### src/rtl/bt656_pkg.sv
// Shared types and TRS helpers for the BT.656 capture front end.
package bt656_pkg;

   typedef enum logic [1:0] {
      HUNT,
      WAIT_FRAME,
      BLANK,
      ACTIVE
   } bt_state_t;

   localparam int MAX_LINES = 625;
   localparam int LINE_W    = $clog2(MAX_LINES);

   function automatic int trs_ones(input int dw);
      return (1 << dw) - 1;
   endfunction

   function automatic int f_idx(input int dw);
      return dw - 2;
   endfunction

   function automatic int v_idx(input int dw);
      return dw - 3;
   endfunction

   function automatic int h_idx(input int dw);
      return dw - 4;
   endfunction

   // 10-bit words carry the protection nibble two bits up
   function automatic int p_lsb(input int dw);
      return (dw == 10) ? 2 : 0;
   endfunction

   function automatic logic prot_ok(
      input logic       f,
      input logic       v,
      input logic       h,
      input logic [3:0] p
   );
      return p == {v ^ h, f ^ h, f ^ v, f ^ v ^ h};
   endfunction

endpackage

### src/rtl/bt656_trs_detect.sv
// Three-word preamble history and XY validation; outputs align with XY.
module bt656_trs_detect
   import bt656_pkg::*;
#(
   parameter int DATA_WIDTH = 8
) (
   input  logic                  bt_clock,
   input  logic                  reset,
   input  logic [DATA_WIDTH-1:0] bt_data,
   input  logic                  bt_datavalid,
   output logic                  trs_valid,
   output logic                  f,
   output logic                  v,
   output logic                  h
);

   localparam logic [DATA_WIDTH-1:0] ONES = DATA_WIDTH'(trs_ones(DATA_WIDTH));
   localparam int FI = f_idx(DATA_WIDTH);
   localparam int VI = v_idx(DATA_WIDTH);
   localparam int HI = h_idx(DATA_WIDTH);
   localparam int PL = p_lsb(DATA_WIDTH);

   logic [DATA_WIDTH-1:0] w1, w2, w3;
   logic [3:0]            p;

   always_ff @(posedge bt_clock or posedge reset) begin
      if (reset) begin
         w1 <= '0;
         w2 <= '0;
         w3 <= '0;
      end else if (bt_datavalid) begin
         w1 <= bt_data;
         w2 <= w1;
         w3 <= w2;
      end
   end

   assign f = bt_data[FI];
   assign v = bt_data[VI];
   assign h = bt_data[HI];
   assign p = bt_data[PL +: 4];

   assign trs_valid = bt_datavalid && w3 == ONES && w2 == '0 &&
                      w1 == '0 && bt_data[DATA_WIDTH-1] &&
                      prot_ok(f, v, h, p);

endmodule

### src/rtl/bt656_crop_writer.sv
// BT.656 parser and crop window writer feeding the video FIFO write side.
module bt656_crop_writer
   import bt656_pkg::*;
#(
   parameter int DATA_WIDTH  = 8,
   parameter int LINE_PIXELS = 720,
   parameter int CROP_X0     = 40,
   parameter int CROP_W      = 640,
   parameter int CROP_Y0     = 24,
   parameter int CROP_H      = 240,
   parameter int MODE_YC     = 0
) (
   input  logic                  bt_clock,
   input  logic                  reset,
   input  logic [DATA_WIDTH-1:0] bt_data,
   input  logic                  bt_datavalid,
   input  logic                  bt_locked,
   output logic [DATA_WIDTH-1:0] fifo_data,
   output logic                  fifo_sop,
   output logic                  fifo_eop,
   output logic                  fifo_wrreq,
   input  logic                  fifo_full,
   output logic                  locked,
   output logic                  bt_overflow,
   input  logic                  overflow_clr,
   output logic                  frame_dropped
);

   localparam int WORDS = 2 * LINE_PIXELS;
   localparam int WC_W  = $clog2(WORDS);
   localparam logic [WC_W-1:0] WC_LAST = WC_W'(WORDS - 1);
   localparam logic [WC_W-1:0] WC_LO   = WC_W'(2 * CROP_X0);
   localparam logic [WC_W-1:0] WC_HI   = WC_W'(2 * (CROP_X0 + CROP_W) - 1);
   localparam logic [LINE_W-1:0] Y_LO  = LINE_W'(CROP_Y0);
   localparam logic [LINE_W-1:0] Y_HI  = LINE_W'(CROP_Y0 + CROP_H - 1);

   logic              trs_valid, trs_f, trs_v, trs_h;
   bt_state_t         state_q, state_d;
   logic [WC_W-1:0]   wc;
   logic [LINE_W-1:0] line_cnt, act_line;
   logic              cur_f, prev_f, writing, sop_pend;
   logic              lock_go, sav_go, in_win, elig, last_word;

   bt656_trs_detect #(
      .DATA_WIDTH (DATA_WIDTH)
   ) u_trs (
      .bt_clock     (bt_clock),
      .reset        (reset),
      .bt_data      (bt_data),
      .bt_datavalid (bt_datavalid),
      .trs_valid    (trs_valid),
      .f            (trs_f),
      .v            (trs_v),
      .h            (trs_h)
   );

   always_ff @(posedge bt_clock or posedge reset) begin
      if (reset) state_q <= HUNT;
      else       state_q <= state_d;
   end

   always_comb begin
      state_d = state_q;
      if (!bt_locked) begin
         state_d = HUNT;
      end else if (bt_datavalid) begin
         unique case (state_q)
            HUNT:
               if (trs_valid) state_d = WAIT_FRAME;
            WAIT_FRAME:
               if (trs_valid && prev_f && !trs_f && trs_v && !trs_h)
                  state_d = BLANK;
            BLANK:
               if (trs_valid && !trs_v && !trs_h) state_d = ACTIVE;
            ACTIVE:
               if (trs_valid ? trs_h : (wc == WC_LAST)) state_d = BLANK;
            default:
               state_d = HUNT;
         endcase
      end
   end

   assign lock_go   = state_q == WAIT_FRAME && state_d == BLANK;
   assign sav_go    = state_q == BLANK && state_d == ACTIVE;
   assign in_win    = act_line >= Y_LO && act_line <= Y_HI &&
                      wc >= WC_LO && wc <= WC_HI;
   assign elig      = state_q == ACTIVE && bt_locked && bt_datavalid &&
                      !trs_valid && in_win && (MODE_YC != 0 || wc[0]);
   assign last_word = cur_f && act_line == Y_HI && wc == WC_HI;

   always_ff @(posedge bt_clock or posedge reset) begin
      if (reset) begin
         fifo_data     <= '0;
         fifo_sop      <= 1'b0;
         fifo_eop      <= 1'b0;
         fifo_wrreq    <= 1'b0;
         locked        <= 1'b0;
         bt_overflow   <= 1'b0;
         frame_dropped <= 1'b0;
         wc            <= '0;
         line_cnt      <= '0;
         act_line      <= '0;
         cur_f         <= 1'b0;
         prev_f        <= 1'b0;
         writing       <= 1'b0;
         sop_pend      <= 1'b0;
      end else begin
         fifo_wrreq    <= 1'b0;
         fifo_sop      <= 1'b0;
         fifo_eop      <= 1'b0;
         frame_dropped <= 1'b0;
         if (overflow_clr) bt_overflow <= 1'b0;
         if (lock_go) locked <= 1'b1;
         if (trs_valid) begin
            prev_f <= trs_f;
            if (trs_v)      line_cnt <= '0;
            else if (trs_h) line_cnt <= line_cnt + 1'b1;
         end
         if (sav_go) begin
            wc       <= '0;
            act_line <= line_cnt;
            cur_f    <= trs_f;
            if (!trs_f && line_cnt == Y_LO) begin
               writing  <= 1'b1;
               sop_pend <= 1'b1;
            end
         end else if (state_q == ACTIVE && bt_datavalid && !trs_valid) begin
            wc <= wc + 1'b1;
         end
         // a drop poisons the rest of the frame until the next field 0 start
         if (elig && writing) begin
            if (fifo_full) begin
               bt_overflow   <= 1'b1;
               frame_dropped <= 1'b1;
               writing       <= 1'b0;
               sop_pend      <= 1'b0;
            end else begin
               fifo_wrreq <= 1'b1;
               fifo_data  <= bt_data;
               fifo_sop   <= sop_pend;
               fifo_eop   <= last_word;
               sop_pend   <= 1'b0;
               if (last_word) writing <= 1'b0;
            end
         end
         if (!bt_locked) begin
            locked   <= 1'b0;
            writing  <= 1'b0;
            sop_pend <= 1'b0;
            if (writing) frame_dropped <= 1'b1;
         end
      end
   end

endmodule
### config.mk
export PLATFORM = sky130hd
export DESIGN_NAME = bt656_crop_writer
export DESIGN_NICKNAME = d
export VERILOG_FILES = /design/src/rtl/bt656_pkg.sv /design/src/rtl/bt656_trs_detect.sv /design/src/rtl/bt656_crop_writer.sv
export SDC_FILE = /design/constraint.sdc
export NUM_CORES = 1
export LEC_CHECK = 0
export CORE_UTILIZATION = 62
export CTS_BUF_LIST = sky130_fd_sc_hd__clkbuf_4 sky130_fd_sc_hd__clkbuf_8 sky130_fd_sc_hd__clkbuf_16
export CTS_CLUSTER_DIAMETER = 120
export DETAILED_ROUTE_END_ITERATION = 12
export PLACE_DENSITY = 0.84
export SLEW_MARGIN = 20
export SYNTH_ARGS = -nofsm -noshare
export SYNTH_HDL_FRONTEND = slang
export SYNTH_HIERARCHICAL = 1
export SYNTH_SLANG_ARGS = --single-unit
### constraint.sdc
create_clock -name bt_clock -period 4.6 [get_ports bt_clock]
set_input_delay 0.69 -clock bt_clock [delete_from_list [all_inputs] [get_ports bt_clock]]
set_output_delay 0.69 -clock bt_clock [all_outputs]
set_load 0.005 [all_outputs]
* Word level (Yosys, flattened, before mapping) *
Index checks and enable logic that the tools add are counted.

storage, ports and cells
  bits in registers = 75
  input port bits = 14
  output and inout port bits = 14
  logic and storage cells = 119

cells by class
  add/sub/neg operators = 2
  magnitude comparators = 4
  eq/ne operators = 14
  mux-type cells = 37
  bitwise gates (word level) = 5
  reduce and logical (&&, ||, !) cells = 39

operators with widths
  cell                     count
  $logic_and A1 B1 Y1      27
  $mux W1                  26
  $eq A11 B11 Y1 const B   2
  $mux W11                 2
  $mux W10                 2
  $logic_not A8 Y1         2
  $mux W2                  6
  $add A11 B1 Y11 const B  1
  $ge A11 B7 Y1 const B    1
  $le A11 B11 Y1 const B   1
  $add A10 B1 Y10 const B  1
  $eq A10 B5 Y1 const B    1
  $eq A10 B9 Y1 const B    1
  $ge A10 B5 Y1 const B    1
  $le A10 B9 Y1 const B    1
  $eq A2 B2 Y1 const B     4
  $eq A8 B8 Y1 const B     1
  $pmux W2 S4              1
  $ne A3 B1 Y1 const B     2
  $reduce_and A2 Y1        3
  $eq A4 B4 Y1             1
  $logic_not A1 Y1         4
  $reduce_bool A2 Y1       2
  $xor A1 B1 Y1            4
  4 further kinds          4

* Longest topological paths before layout *
Gate-level depths: netlist of the first run.

  word-level depth = 21
  gate-level depth with buffers = 10
  mapped depth without buffers = 8

* Modules after synthesis *
The synthesis of the first run kept the hierarchy.

by module, submodules not included
  module             instances  cells an instance  area each (sq um)  sequential area each (sq um)
  bt656_crop_writer  1          227                2489.9             1276.2
  bt656_trs_detect   1          74                 1084.8             600.6

* Least setup slack after synthesis of the first run *
Ideal clock, no wire load.

  path kind = input-to-reg
  from = in bt_data[3]
  to = reg fifo_data[0]
  library setup time = 0.125 ns
  arrival = 2.719 ns
  data required time = 4.475 ns
  path slack = 1.756 ns
  stages = 9
  buffers on the path = 1
  cell sequence = xor2_1 -> and3_1 -> o22ai_1 -> nor3_2 -> buf_6 -> nand4b_4 -> a2111o_1 -> a311oi_4 -> mux2_2

on the way
  word-level cells in the longest chain between the ends = 8

ends and longest elaborated chain
  what                               line                      text
  start, declared                    bt656_crop_writer.sv:15   input logic [DATA_WIDTH-1:0] bt_data,
  $eq A4 B4 Y1                       bt656_pkg.sv:41           return p == {v ^ h, f ^ h, f ^ v, f ^ v ^ h};
  $logic_and A1 B1 Y1                bt656_trs_detect.sv:44    w1 == '0 && bt_data[DATA_WIDTH-1] &&
  net trs_valid                      bt656_crop_writer.sv:37   logic trs_valid, trs_f, trs_v, trs_h;
  $logic_not A1 Y1                   bt656_crop_writer.sv:88   !trs_valid && in_win && (MODE_YC != 0 || wc[0]);
  $logic_and A1 B1 Y1                bt656_crop_writer.sv:87   assign elig = state_q == ACTIVE && bt_locked && bt_datavalid &&
  $logic_and A1 B1 Y1 (2 in series)  bt656_crop_writer.sv:88
  $logic_and A1 B1 Y1                bt656_crop_writer.sv:131  if (elig && writing) begin
  $reduce_and A2 Y1 (no line)        n/a
  end signal, assigned               bt656_crop_writer.sv:139  fifo_data <= bt_data;
  end, declared                      bt656_crop_writer.sv:18   output logic [DATA_WIDTH-1:0] fifo_data,

The timed path passes the listed nets, and every way through them passes these cells.
A chain may end at the register's enable or synchronous reset.

* Worst setup path after layout of the first run *
  from = in bt_data[5]
  to = reg writing

on the way
  word-level cells in the longest chain between the ends = 19
  elaborated cells on any way between the ends = 32
  classes of those cells = eq/ne: 2; mux: 13; bitwise: 3; reduce/logical: 14

ends and longest elaborated chain
  what                               line                      text
  $xor A1 B1 Y1 (2 in series)        bt656_pkg.sv:41
  $eq A4 B4 Y1 (*)                   bt656_pkg.sv:41
  $logic_and A1 B1 Y1 (*)            bt656_trs_detect.sv:44
  net trs_valid                      bt656_crop_writer.sv:37
  $logic_and A1 B1 Y1 (4 in series)  bt656_crop_writer.sv:71   if (trs_valid && prev_f && !trs_f && trs_v && !trs_h)
  $mux W2                            bt656_crop_writer.sv:71
  $pmux W2 S4                        bt656_crop_writer.sv:67   unique case (state_q)
  $mux W2                            bt656_crop_writer.sv:66   end else if (bt_datavalid) begin
  $mux W2                            bt656_crop_writer.sv:64   if (!bt_locked) begin
  $eq A2 B2 Y1                       bt656_crop_writer.sv:84   assign sav_go = state_q == BLANK && state_d == ACTIVE;
  $logic_and A1 B1 Y1                bt656_crop_writer.sv:84
  $mux W1                            bt656_crop_writer.sv:119  if (sav_go) begin
  $mux W1                            bt656_crop_writer.sv:143  if (last_word) writing <= 1'b0;
  $mux W1                            bt656_crop_writer.sv:132  if (fifo_full) begin
  $mux W1 (*)                        bt656_crop_writer.sv:131
  $mux W1 (*)                        bt656_crop_writer.sv:146  if (!bt_locked) begin
  end signal, assigned               bt656_crop_writer.sv:135  writing <= 1'b0;
  end signal, assigned               bt656_crop_writer.sv:143
  end signal, assigned               bt656_crop_writer.sv:148  writing <= 1'b0;
  end, declared                      bt656_crop_writer.sv:41   logic cur_f, prev_f, writing, sop_pend;

The timed path passes the listed nets; every way through them passes the cells marked *.

==> out/qor.txt, run 1 <==
Status: finished, final reports clean
Req. time, crit path: 4.91 ns
WL per Instance: 17.2 um
Synth Instances: 301
RSZ-0062 raised after global routing: no
Share of layout cells above drive strength 1: 0.216
CTS Root Cell: clkbuf_8
Residual DRC: 0
Area growth syn-to-layout: 14.7%
Gpl congestion: 0.864
Crit-path max cell delay: 0.74 ns
Synth top area share: 0.525
Clock sink count: 75
Sw Pwr: 312 uW
Ports: 28
Hold Fails Final Rpt: 0
Mapped Area: 0.00357 mm^2
Slew Viols, Final: 0
Seq/Total Area, Yosys: 0.525
Setup crit end kind: flop
CP cell instances: clkdlybuf4s50_1 > xor2_1 > and3_1 > o22ai_1 > nor3_2 > nor4b_1 > and4_1 > and3_1 > o221a_2
Die ar.: 0.00607 mm^2
DP Wirelength: 4770 um
Clock network fraction of design power: 0.433
Initial core utilization: 0.645
Combinational fraction of design power: 0.060
H-tree depth: 3
Mapped Nets: 319
Via Count: 2,459
CTS buffer count: 9
Top cell by count, worst path: and3_1
Initial antenna violation count: 0
Die H: 77.9 um
Starting DRT DRC Count: 175
Peak supply drop: 302 uV
Hold-fix buffers at CTS: 0
Top achievable clock speed: 276 MHz
Cell Pwr Density: 343 mW/mm^2
Pin count of the biggest net entering global routing: 52
Kind of critical path: input port to flop
Setup Viol. Count Final: 0
CP startpoint kind: input port
Max-cap violations: 0
Top post-synthesis cells by count: dfrtp_1, mux2_2, nand2_1
Largest area contributor in the netlist: dfrtp_1
Async SR Flop Fraction: 1.00
CTS tree: yes
Post-cts sizing count: 0
Worst Skew: 0.00876 ns
Max Root-Sink Buffers: 2
Unique masters post-synth: 57
Top_reg_cell synth: dfrtp_1
Fillers: 380
Clock latency on the worst-skew pair: 0.37 ns
Final WL: 6970 um
Register clock-pin slew on the reported worst setup and hold paths: 0.08 ns
Post-CTS Setup Bufs: 0
Setup TNS: 0 ns
CP arrival: 3.93 ns
Slew margin rel.: 0.407
Seq cells post-synth: 75
Cell Rows: 27
First-pass GRT wire length: 11,800 um
Total power: 1410 uW
Seq pwr share: 0.507
Worst-Margin Slew: 0.888 ns
Antenna cells: 0
Number of global-route vias before repair: 2,426
Nets: 346
Crit Path Max Fanout: 17
YS warnings: 6
Syn avg cell area: 11.9 um^2
1st-pass router iterations: 4
Fin crit share: 0.788
Largest cells by area after synthesis: dfrtp_1, mux2_2, xor2_1
Buffers on Ports: 27
Core Area: 0.00554 mm^2
Pleak: 0.00180 uW
EDFF count, synth: 0
Crit path time final: 3.62 ns
Most common cell in the netlist: dfrtp_1
Final antenna-violating net count: 0
Die width: 77.9 um
Min-Delay Path Class: flop to flop
GRT overflow: 0
Slowest cell on the critical path: clkdlybuf4s50_1
Internal Power: 1100 uW
Vias per cell: 6.07
GRT Total Usage: 0.259
Switching share of total power: 0.222
-- cell families after synthesis --
group	count (synthesis)	share of synthesized area
DFF	75	0.525
adders and majority gates	4	0.0140
buffers and inverters	27	0.0402
xor gates and xnor gates	13	0.0319
and+or+nand+nor	91	0.156
muxes	44	0.139
AOI/OAI and AO/OA	47	0.0942
-- layout by cell type (no fill, tap or decap), types with 3 or more instances in the layout --
cell type / count
or3_1: 6
nand4_1: 6
nor2_1: 13
clkbuf_8: 9
a21oi_1: 10
o21ai_0: 13
nor2b_1: 4
nor3_1: 5
o21a_1: 3
ha_1: 4
xnor2_1: 5
inv_1: 13
o22ai_1: 3
clkdlybuf4s50_1: 27
xor2_1: 8
bufinv_16: 3
nor4_1: 7
clkinv_2: 3
nand3_1: 8
dfrtp_1: 75
mux2_2: 44
nand2_1: 15
and3_1: 5
-- per-layer routing --
metal | routed length (um) | vias to the layer above | track usage
met3 | 276 | 10 | 0.0553
met2 | 3210 | 52 | 0.387
li1 | - | 1149 | -
met4 | 119 | 0 | 0.119
met1 | 3360 | 1248 | 0.366
met5 | 0 | - | 0
-- final cells by class --
cell class / count / area [um^2] / area share
Multi-Input combinational cell: 199 / 1550 / 0.379
Tap cell: 72 / 90.1 / 0.0220
Clock inverter: 7 / 116 / 0.0284
Inverter: 14 / 53.8 / 0.0131
Clock buffer: 9 / 124 / 0.0302
Sequential cell: 75 / 1880 / 0.458
Timing Repair Buffer: 29 / 285 / 0.0696
-- registers in the layout, indices dropped and copies added (netlist names), 2 cells and up --
name and flops:
wc 11, fifo_data 8, line_cnt 10, state_q 2, u_trs/w3 8, u_trs/w2 8, u_trs/w1 8, act_line 10
-- power groups by stage --
stage / registers (uW) / clock network, uW / logic [uW]
after floorplan: 716 / 0 / 63.1
after global placement: 722 / 0 / 82.2
after detailed placement: 725 / 0 / 85.3
after CTS: 713 / 612 / 85.7
after global routing: 717 / 641 / 94.4
final: 714 / 609 / 84.5
-- worst max-delay path: cells and delay by family --
kind / cells / cell delay, ns
simple gates: 5 / 1.99
buf+inv: 1 / 0.74
compound gates: 2 / 0.28
xor+xnor: 1 / 0.21
-- through the flow --
step           setup WS, ns  std cells  area (um^2)  hold slack, ns  utilization
3_5_place_dp          0.649        389         3860           0.491        0.696
3_3_place_gp          0.759        389         3860           0.481        0.696
2_1_floorplan          1.76        301         3570           0.471            -
5_1_grt               0.709        405         4100           0.535        0.740
6_report              0.976        405         4100           0.511        0.740
4_1_cts                1.01        405         4100           0.516        0.740
-- worst paths after layout --
kind	from	end	slack, ns	cells past startpoint
min in group asynchronous	reset	wc[2]	0.81	2
max reg2reg	u_trs/w2[4]	writing	1.52	7
max	bt_data[5]	writing	0.98	9
min	fifo_data[0]	fifo_data[0]	0.51	1
max in group asynchronous	reset	u_trs/w1[5]	3.18	2
min reg2reg	fifo_data[0]	fifo_data[0]	0.51	1
(Power assumes the default switching activity.)
==> run 2: changes to the inputs <==
CORE_UTILIZATION = 58   (was 62)
PLACE_DENSITY = 0.79   (was 0.84)
clock period = 3.4 ns   (was 4.6 ns; I/O delays follow)
==> out/qor.txt, run 2 (synthesized netlist as in run 1, its figures left out) <==
Setup TNS: 0 ns (unchanged)
Cell Rows: 28 (+3.7%)
Buffers on Ports: 27 (unchanged)
CP startpoint kind: input port
Initial antenna violation count: 0 (unchanged)
Pleak: 0.00183 uW (+1.7%)
Fin crit share: 0.830
Cell Pwr Density: 449 mW/mm^2 (+31%)
Max-cap violations: 0 (unchanged)
Gpl congestion: 0.776 (-10%)
Die H: 80.5 um (+3.3%)
Post-cts sizing count: 0 (unchanged)
CTS Root Cell: clkbuf_8
Register clock-pin slew on the reported worst setup and hold paths: 0.07 ns (about the same)
Vias per cell: 6.01 (-0.94%)
Via Count: 2,496 (+1.5%)
Setup crit end kind: flop
Hold Fails Final Rpt: 0 (unchanged)
Starting DRT DRC Count: 194 (+11%)
Design Area, Final: 0.00415 mm^2 (+1.2%)
Dpl cell area: 0.00392 mm^2 (+1.5%)
Ports: 28 (unchanged)
Commonest non-fill, non-tap cell in the layout: dfrtp_1
Slew Viols, Final: 0 (unchanged)
Final antenna-violating net count: 0 (unchanged)
Req. time, crit path: 3.63 ns (-1.28 ns)
Cell family with most CP delay: compound AO/OA/AOI/OAI gates
Share of layout cells above drive strength 1: 0.232 (+0.0161)
GRT Total Usage: 0.258 (-0.000847)
Peak supply drop: 313 uV (+3.7%)
Nets: 353 (+2.0%)
Status: finished, final reports clean
DP Wirelength: 5180 um (+8.6%)
Post-CTS Setup Bufs: 0 (unchanged)
Final WL: 7280 um (+4.6%)
Clock sink count: 75 (unchanged)
Die ar.: 0.00648 mm^2 (+6.7%)
Crit path time final: 2.82 ns
H-tree depth: 3 (unchanged)
Max reg flops: 11 (unchanged)
CP arrival: 3.05 ns (-0.88 ns)
Antenna cells: 0 (unchanged)
Slowest cell on the critical path: clkdlybuf4s50_1
Area growth syn-to-layout: 16.0%
Pin count of the biggest net entering global routing: 52 (unchanged)
Setup Viol. Count Final: 0 (unchanged)
Slew margin rel.: 0.375 (-0.0320)
Top achievable clock speed: 354 MHz
Clock latency on the worst-skew pair: 0.34 ns (-0.03 ns)
Worst-Margin Slew: 0.936 ns (+0.0479 ns)
Residual DRC: 0 (unchanged)
Worst Skew: 0.00618 ns (-0.00259 ns)
Reg-to-reg setup timing slack: 0.88 ns (-0.64 ns)
Kind of critical path: input port to flop
1st-pass router iterations: 4 (unchanged)
Fillers: 430 (+13%)
WL per Instance: 17.5 um (+2.0%)
Min-Delay Path Class: flop to flop
RSZ-0062 raised after global routing: no
Hold-fix buffers at CTS: 0 (unchanged)
Initial core utilization: 0.604 (-0.0415)
CTS tree: yes
Most frequent cells in the layout: dfrtp_1, mux2_2, clkdlybuf4s50_1
Max Root-Sink Buffers: 2 (unchanged)
CTS buffer count: 9 (unchanged)
Reg with most FFs: wc
Number of global-route vias before repair: 2,537 (+4.6%)
CP cell instances: clkdlybuf4s50_1 > xor2_1 > and3_1 > o22ai_1 > nor3_2 > nand4b_4 > a2111o_1 > a311oi_4 > buf_4 > mux2_2
Die width: 80.5 um (+3.3%)
Crit-path max cell delay: 0.49 ns (-0.25 ns)
Top Registers: wc: 11 flops, act_line: 10 flops, line_cnt: 10 flops
Buf/Inv on CP: 2 (+1)
Core Area: 0.00592 mm^2 (+6.9%)
Crit Path Max Fanout: 8 (-9)
GRT overflow: 0 (unchanged)
First-pass GRT wire length: 12,400 um (+4.8%)
[run 2: power by group]
part | internal, uW | switching, uW | leakage (uW)
clock | 460 | 314 | 0.000116
sequential | 935 | 30.5 | 0.000989
combinational | 65.0 | 56.2 | 0.000726
[run 2: stage by stage]
step	total power (uW)	instances	hold slack, ns	worst slack (ns)	utilization
finish	1860	415	0.502	0.577	0.701
global route	1930	415	0.525	0.413	0.701
CTS	1870	415	0.504	0.597	0.700
detailed placement	1100	399	0.487	0.225	0.661
global placement	1090	399	0.478	0.259	0.661
floorplan	1050	301	0.471	0.736	-
[run 2: worst paths after layout]
kind / start / to / cells past startpoint
max in group asynchronous: reset / u_trs/w2[0] / 2
hold reg to reg: locked / locked / 1
hold / removal: locked / locked / 1
setup reg to reg: u_trs/w1[2] / act_line[0] / 7
min in group asynchronous: reset / fifo_data[7] / 2
setup / recovery: bt_data[3] / fifo_data[2] / 10
[run 2: worst reg2reg max path, cell delays in order (launching register included)]
cell,delay [ns]
dfrtp_1,0.42
nor4bb_1,0.35
nand3_1,0.15
nor3_2,0.23
nor4b_1,0.37
and4_1,0.24
buf_4,0.28
mux2_2,0.38
[run 2: per-layer routing]
metal  GRT usage  share of wire
met2       0.402           0.47
met3      0.0545          0.045
met4       0.113          0.022
met5           0              0
met1       0.348           0.46
[run 2: cell type report]
class	count	area (um^2)	share of cell area
Sequential cell	75	1880	0.452
Clock inverter	4	72.6	0.0175
Timing Repair Buffer	36	338	0.0814
Tap cell	75	93.8	0.0226
Multi-Input combinational cell	199	1550	0.375
Clock buffer	12	159	0.0383
Inverter	14	53.8	0.0130
